`src/rtl/hazard_scoreboard_unit_if.sv`:
```
// rtl/hazard_scoreboard_unit_if.sv - ID-stage hazard scoreboard bus interface
// Purpose : bundles the ID-stage request signals and the stall/control
//           responses exchanged between the decode stage and the hazard
//           scoreboard unit.
// Signals : id_valid, rd_en[1:0], rd_reg1, rd_reg2, wrt_reg, wrt_sel,
//           ser_req, flush          (driven by the decode stage, master)
//           stall, enPC, enIFID, idex_nop, ser_busy, stall_cnt
//                                   (driven by the scoreboard, slave)
interface hazard_scoreboard_unit_if #(
    parameter int REG_W = 3,
    parameter int CNT_W = 16
);
    logic             id_valid;
    logic [1:0]       rd_en;
    logic [REG_W-1:0] rd_reg1;
    logic [REG_W-1:0] rd_reg2;
    logic             wrt_reg;
    logic [REG_W-1:0] wrt_sel;
    logic             ser_req;
    logic             flush;
    logic             stall;
    logic             enPC;
    logic             enIFID;
    logic             idex_nop;
    logic             ser_busy;
    logic [CNT_W-1:0] stall_cnt;

    modport master (
        output id_valid, rd_en, rd_reg1, rd_reg2, wrt_reg, wrt_sel, ser_req, flush,
        input  stall, enPC, enIFID, idex_nop, ser_busy, stall_cnt
    );

    modport slave (
        input  id_valid, rd_en, rd_reg1, rd_reg2, wrt_reg, wrt_sel, ser_req, flush,
        output stall, enPC, enIFID, idex_nop, ser_busy, stall_cnt
    );
endinterface

```
`src/rtl/hazard_scoreboard_unit.sv`:
```
// rtl/hazard_scoreboard_unit.sv - RAW hazard / serialisation controller for the ID stage
// Purpose : tracks in-flight register writes with one shift mask per
//           architectural register, raises stall on read-after-write
//           hazards, drains the pipe for siic/rti, squashes flushed
//           writes and counts stalled cycles (saturating).
// Ports   : clk  - clock, rising edge
//           rst  - asynchronous active-high reset
//           bus  - hazard_scoreboard_unit_if.slave
//                  in : id_valid, rd_en, rd_reg1, rd_reg2, wrt_reg,
//                       wrt_sel, ser_req, flush
//                  out: stall, enPC, enIFID, idex_nop, ser_busy, stall_cnt
module hazard_scoreboard_unit #(
    parameter int NUM_REGS  = 8,
    parameter int DEPTH     = 3,
    parameter int WB_BYPASS = 1,
    parameter int FLUSH_N   = 1,
    parameter int CNT_W     = 16
) (
    input  logic                     clk,
    input  logic                     rst,
    hazard_scoreboard_unit_if.slave  bus
);
    localparam int REG_W = $clog2(NUM_REGS);

    // With a write-before-read register file, bit 0 (write lands this
    // cycle) is already visible to the reader and is not a hazard.
    localparam logic [DEPTH-1:0] LIVE = (WB_BYPASS != 0) ? ~DEPTH'(1) : {DEPTH{1'b1}};

    // A flush removes the FLUSH_N youngest issue slots, i.e. the writes
    // issued during the last FLUSH_N cycles, which occupy the top bits
    // of each mask before this cycle's shift.
    localparam logic [DEPTH-1:0] KEEP = {DEPTH{1'b1}} >> FLUSH_N;

    typedef enum logic {IDLE, DRAIN} state_t;

    logic [DEPTH-1:0] mask      [NUM_REGS];
    logic [DEPTH-1:0] mask_next [NUM_REGS];
    state_t           state;
    state_t           state_next;
    logic [CNT_W-1:0] cnt;

    logic             sb_empty;
    logic             raw;
    logic             stall_i;
    logic             issue;
    logic [DEPTH-1:0] src1_mask;
    logic [DEPTH-1:0] src2_mask;

    assign src1_mask = mask[bus.rd_reg1];
    assign src2_mask = mask[bus.rd_reg2];

    assign raw = bus.id_valid & ((bus.rd_en[1] & |(src1_mask & LIVE)) |
                                 (bus.rd_en[0] & |(src2_mask & LIVE)));

    always_comb begin
        sb_empty = 1'b1;
        for (int r = 0; r < NUM_REGS; r++) begin
            if (|mask[r]) begin
                sb_empty = 1'b0;
            end
        end
    end

    // Flush overrides everything: the front end is being redirected, so
    // the ID instruction neither stalls nor issues.
    assign stall_i = ~rst & ~bus.flush &
                     (raw |
                      (bus.id_valid & bus.ser_req & ~sb_empty) |
                      ((state == DRAIN) & ~sb_empty));

    assign issue = bus.id_valid & ~stall_i & ~bus.flush;

    always_comb begin
        for (int r = 0; r < NUM_REGS; r++) begin
            mask_next[r] = (bus.flush ? (mask[r] & KEEP) : mask[r]) >> 1;
            if (issue && bus.wrt_reg && (REG_W'(r) == bus.wrt_sel)) begin
                mask_next[r][DEPTH-1] = 1'b1;
            end
        end
    end

    always_ff @(posedge clk or posedge rst) begin
        if (rst) begin
            for (int r = 0; r < NUM_REGS; r++) begin
                mask[r] <= '0;
            end
        end else begin
            for (int r = 0; r < NUM_REGS; r++) begin
                mask[r] <= mask_next[r];
            end
        end
    end

    always_ff @(posedge clk or posedge rst) begin
        if (rst) begin
            state <= IDLE;
        end else begin
            state <= state_next;
        end
    end

    always_comb begin
        state_next = state;
        case (state)
            IDLE: begin
                if (bus.id_valid && bus.ser_req && !(sb_empty && !raw) && !bus.flush) begin
                    state_next = DRAIN;
                end
            end
            DRAIN: begin
                // Leaving on sb_empty lets the waiting instruction issue in
                // the same cycle; leaving on flush abandons the request.
                if (sb_empty || bus.flush) begin
                    state_next = IDLE;
                end
            end
            default: state_next = IDLE;
        endcase
    end

    always_ff @(posedge clk or posedge rst) begin
        if (rst) begin
            cnt <= '0;
        end else if (stall_i && (cnt != {CNT_W{1'b1}})) begin
            cnt <= cnt + 1'b1;
        end
    end

    assign bus.stall     = stall_i;
    assign bus.enPC      = ~stall_i;
    assign bus.enIFID    = ~stall_i;
    assign bus.idex_nop  = stall_i | ~bus.id_valid;
    assign bus.ser_busy  = (state == DRAIN);
    assign bus.stall_cnt = cnt;
endmodule

```
`src/flat_wrapper.sv`:
```
// flat-port wrapper written by rule: the top's interface ports become plain ports
module hazard_scoreboard_unit_flat 
#(
    parameter int NUM_REGS  = 8,
    parameter int DEPTH     = 3,
    parameter int WB_BYPASS = 1,
    parameter int FLUSH_N   = 1,
    parameter int CNT_W     = 16
)
  (clk, rst, bus_id_valid, bus_rd_en, bus_rd_reg1, bus_rd_reg2, bus_wrt_reg, bus_wrt_sel, bus_ser_req, bus_flush, bus_stall, bus_enPC, bus_enIFID, bus_idex_nop, bus_ser_busy, bus_stall_cnt);
  hazard_scoreboard_unit_if #(.REG_W(3), .CNT_W(CNT_W)) bus_i ();
  input  logic clk;
  input  logic rst;
  input wire logic [$bits(bus_i.id_valid)-1:0] bus_id_valid;
  input wire logic [$bits(bus_i.rd_en)-1:0] bus_rd_en;
  input wire logic [$bits(bus_i.rd_reg1)-1:0] bus_rd_reg1;
  input wire logic [$bits(bus_i.rd_reg2)-1:0] bus_rd_reg2;
  input wire logic [$bits(bus_i.wrt_reg)-1:0] bus_wrt_reg;
  input wire logic [$bits(bus_i.wrt_sel)-1:0] bus_wrt_sel;
  input wire logic [$bits(bus_i.ser_req)-1:0] bus_ser_req;
  input wire logic [$bits(bus_i.flush)-1:0] bus_flush;
  output wire logic [$bits(bus_i.stall)-1:0] bus_stall;
  output wire logic [$bits(bus_i.enPC)-1:0] bus_enPC;
  output wire logic [$bits(bus_i.enIFID)-1:0] bus_enIFID;
  output wire logic [$bits(bus_i.idex_nop)-1:0] bus_idex_nop;
  output wire logic [$bits(bus_i.ser_busy)-1:0] bus_ser_busy;
  output wire logic [$bits(bus_i.stall_cnt)-1:0] bus_stall_cnt;
  assign bus_i.id_valid = bus_id_valid;
  assign bus_i.rd_en = bus_rd_en;
  assign bus_i.rd_reg1 = bus_rd_reg1;
  assign bus_i.rd_reg2 = bus_rd_reg2;
  assign bus_i.wrt_reg = bus_wrt_reg;
  assign bus_i.wrt_sel = bus_wrt_sel;
  assign bus_i.ser_req = bus_ser_req;
  assign bus_i.flush = bus_flush;
  assign bus_stall = bus_i.stall;
  assign bus_enPC = bus_i.enPC;
  assign bus_enIFID = bus_i.enIFID;
  assign bus_idex_nop = bus_i.idex_nop;
  assign bus_ser_busy = bus_i.ser_busy;
  assign bus_stall_cnt = bus_i.stall_cnt;
  hazard_scoreboard_unit #(.NUM_REGS(NUM_REGS), .DEPTH(DEPTH), .WB_BYPASS(WB_BYPASS), .FLUSH_N(FLUSH_N), .CNT_W(CNT_W)) u_core (.clk(clk), .rst(rst), .bus(bus_i));
endmodule
```
`config.mk`:
```
export PLATFORM = sky130hd
export DESIGN_NAME = hazard_scoreboard_unit_flat
export DESIGN_NICKNAME = d
export VERILOG_FILES = /design/src/rtl/hazard_scoreboard_unit_if.sv /design/src/rtl/hazard_scoreboard_unit.sv /design/src/flat_wrapper.sv
export SDC_FILE = /design/constraint.sdc
export NUM_CORES = 1
export LEC_CHECK = 0
export CAP_MARGIN = 15
export CORE_MARGIN = 5
export CORE_UTILIZATION = 62
export DETAILED_ROUTE_END_ITERATION = 12
export DONT_BUFFER_PORTS = 1
export PLACE_DENSITY = 0.85
export RECOVER_POWER = 100
export SETUP_SLACK_MARGIN = 0.1
export SYNTH_ARGS = -nofsm -noshare
export SYNTH_HDL_FRONTEND = slang
export SYNTH_SLANG_ARGS = --single-unit
```
`constraint.sdc`:
```
create_clock -name clk -period 3.2 [get_ports clk]
set_clock_uncertainty 0.2 [all_clocks]
set_input_delay 0.96 -clock clk [delete_from_list [all_inputs] [get_ports clk]]
set_output_delay 0.96 -clock clk [all_outputs]
set_load 0.03 [all_outputs]
```
==> results.py <==
metrics = {
    "timing": {
        "timing.final.crit_share_pct": 104.0,
        "tightestPinTransition_ns": 0.6568,
        "finalCriticalPeriod_ns": 3.329,
        "slew_violations": 0,
        "setup_viol": 4,
        "hold_violations": 0,
        "fin_ws_ns": -0.1291,
        "clock.fmax_ghz": 0.3004,
        "holdWs_ns": 0.2428,
        "rsz0062_at_grt": "true",
        "relSlewSlack_pct": 56.17,
    },
    "finish": {
        "drive_gt1_share_pct": 29.71,
        "diodes": 0,
        "fill_cells": 190,
        "area_delta_synth_final_pct": 15.34,
        "multiInputGateArea_um2": 974.7,
        "layoutNonFillerInstCount": 219,
        "regArea_mm2": 0.001027,
        "finalNetCount": 193,
    },
    "grt": {
        "first_global_vias": 1512,
        "grt_usage_pct": 21.99,
        "grt_start_max_net_pins": 27,
        "gr-total-overflow": 0,
        "antenna_found_initial": 0,
        "grt_first_pass_wirelength_mm": 7.086,
    },
    "clock_tree": {
        "clk_pin_slew_ns": 0.11,
        "numCtsBuffers": 5,
        "clock_path_buffers": 2,
        "cts_tree": "yes",
        "cts_num_sinks": 41,
        "htreeDepth": 2,
        "insertion_delay_ns": 0.35,
        "root_buffer": "clkbuf_4",
    },
    "synth": {
        "syn_avg_cell_area_um2": 11.77,
        "yosys.area.top_type": "dfrtp_1",
        "ys_types": 41,
        "synth_fp_nets": 183,
        "yosysSeqAreaShare_pct": 52.84,
        "netlist.area_leader.share_pct": 52.84,
        "netlist_area_mm2": 0.001942,
        "yosysWarnings": 0,
        "synthTopCellsByArea": "dfrtp_1 (53%), xnor2_1 (5.9%), nor4_1 (4.5%), nand3_2 (3.1%), nor2b_1 (2.6%)",
        "synth-seq-cells": 41,
        "syn_inst": 165,
    },
    "worst_setup_path": {
        "end_kind": "primary output",
        "arrival_ns": 2.17,
        "critPathKind": "input port to primary output",
        "required_ns": 2.04,
        "rr_worst_depth": 6,
        "crit_path_max_fanout": 7,
        "start_kind": "input port",
    },
    "place": {
        "hpwl_mm": 2.984,
        "gp_congestion": 0.8281,
        "portBuffers": 0,
        "place_inst": 210,
    },
    "route": {
        "drt_iter0_drc": 81,
        "drcViolationCount": 0,
        "wire_per_inst_um": 19.94,
        "postRouteAntennaNets": 0,
        "drt-pass1-iter-count": 6,
        "vias": 1393,
        "wirelength_mm": 4.366,
        "avgViaCountPerCell": 6.361,
    },
    "power": {
        "vdd_ir_drop_max_mv": 0.3682,
        "power.density_mw_per_mm2": 483.1,
        "finalPower_mw": 1.082,
        "power_leakage_nw": 1.004,
    },
    "hold_path": {
        "worst_hold_path_type": "flip-flop to flip-flop",
        "hold_depth": 0,
    },
    "die": {
        "start_util_pct": 64.13,
        "die_area_mm2": 0.004351,
        "ioPinCount": 38,
        "coreArea_mm2": 0.003028,
        "die_w_um": 65.97,
        "core.rowCount": 20,
        "die_h_um": 65.97,
    },
    "outcome": {
        "failed_checks": "setup timing",
        "status": "finished, violations left",
    },
    "job": {
        "maxCapViolCount": 0,
    },
}
==> stage by stage <==
stage	TNS, ns	setup WS (ns)	cell area (µm²)	utilization (%)
2_1_floorplan	-0.09568	-0.04516	1971	-
3_3_place_gp	-0.1317	-0.04142	2042	67.44
3_5_place_dp	-0.3796	-0.1213	2042	67.44
4_1_cts	-0.2937	-0.1085	2202	72.73
5_1_grt	-0.5357	-0.1685	2240	73.97
6_report	-0.3915	-0.1291	2240	73.97
==> critical path, cell delays in order <==
cell and delay (ns):
nor4_4 0.28, nor3_1 0.09, a22o_1 0.26, o21ai_2 0.18
nand2_2 0.10, nand2_4 0.11, clkinvlp_4 0.18
==> cells in the final DEF, fill, tap and decap left out, types with 3 or more instances in the layout <==
| cell | instances |
|---|---|
| nor3_1 | 4 |
| buf_4 | 6 |
| nor2_1 | 6 |
| nand3_2 | 6 |
| nor4_1 | 11 |
| nor2b_1 | 8 |
| clkbuf_4 | 5 |
| inv_1 | 4 |
| nand4_1 | 6 |
| o21bai_1 | 3 |
| nor4b_4 | 3 |
| dfrtp_1 | 40 |
| xnor2_1 | 13 |
| and3_1 | 4 |
| nand2b_1 | 3 |
| nand2_1 | 6 |
==> final cells by class <==
cell class / instances / share of cell area, %
repair buffers: 9 / 3.911
flip-flops and latches: 41 / 45.87
well taps: 44 / 2.458
clock inverters: 2 / 1.564
inverters: 5 / 1.006
multi-input cells: 113 / 43.52
clock buffers: 5 / 1.676
==> registers in the layout, indices dropped and copies added, names as in the netlist <==
signal	flops
u_core.bus.ser_busy	1
u_core.bus.stall_cnt	16
u_core.mask	24
==> worst paths after layout <==
path | slack [ns] | to | startpoint
worst min register to register | 0.24 | u_core.mask[0] | u_core.mask[1]
worst max-delay path | -0.13 | bus_stall | bus_rd_reg1[0]
max in group asynchronous | 1.86 | u_core.mask[16] | rst
worst max register to register | 0.37 | u_core.bus.stall_cnt[1] | u_core.bus.stall_cnt[1]
min in group asynchronous | 0.37 | u_core.bus.stall_cnt[2] | rst
worst min-delay path | 0.24 | u_core.mask[0] | u_core.mask[1]
==> layer usage <==
layer  global-route usage (%)  vias to the layer above  wire length (µm)
met5                        0                        -                 0
met4                    12.44                        0               110
met3                    6.463                       11               306
met2                    35.67                       66              2253
met1                    25.95                      693              1695
li1                         -                      623                 -
==> Yosys cell counts (all sizes together) <==
master	number
o21bai	3
nand2	8
or2	1
inv	5
a21o	2
nor3	5
dfrtp	41
nand4	7
nor2b	8
and4	3
and2	1
a311o	1
a311oi	3
mux2	1
o31ai	1
nand2b	5
clkbuf	3
nor2	7
nor4	14
ha	1
nor3b	5
xor2	1
nand3	8
xnor2	13
a22o	2
o21ai	3
and3	5
mux2i	1
buf	3
nor4b	4
==> report_power, final <==
| group | total (mW) | internal [mW] | switching [mW] |
|---|---|---|---|
| logic | 0.153 | 0.0682 | 0.0844 |
| registers | 0.604 | 0.540 | 0.0638 |
| clock network | 0.325 | 0.159 | 0.166 |
| total | 1.08 | 0.767 | 0.315 |
==> kinds of logic after synthesis <==
logic type                 after synthesis  share of synthesized area, %
and+or+nand+nor                         81                         29.25
DFF                                     41                         52.83
AOI/OAI and AO/OA                       15                         6.572
xor gates and xnor gates                14                         6.315
buffers and inverters                   11                         3.286
muxes                                    2                         1.095
adders and majority gates                1                        0.6442
==> timing repair <==
| action | 4_1_cts | 5_1_grt |
|---|---|---|
| endpoints found under the setup margin | 4 | 4 |
| setup buffers | 1 | 1 |
| pin swaps | 11 | 5 |
| resized for setup | 13 | 9 |
| hold buffers | 0 | 0 |
Power figures use the tool's default switching activity.
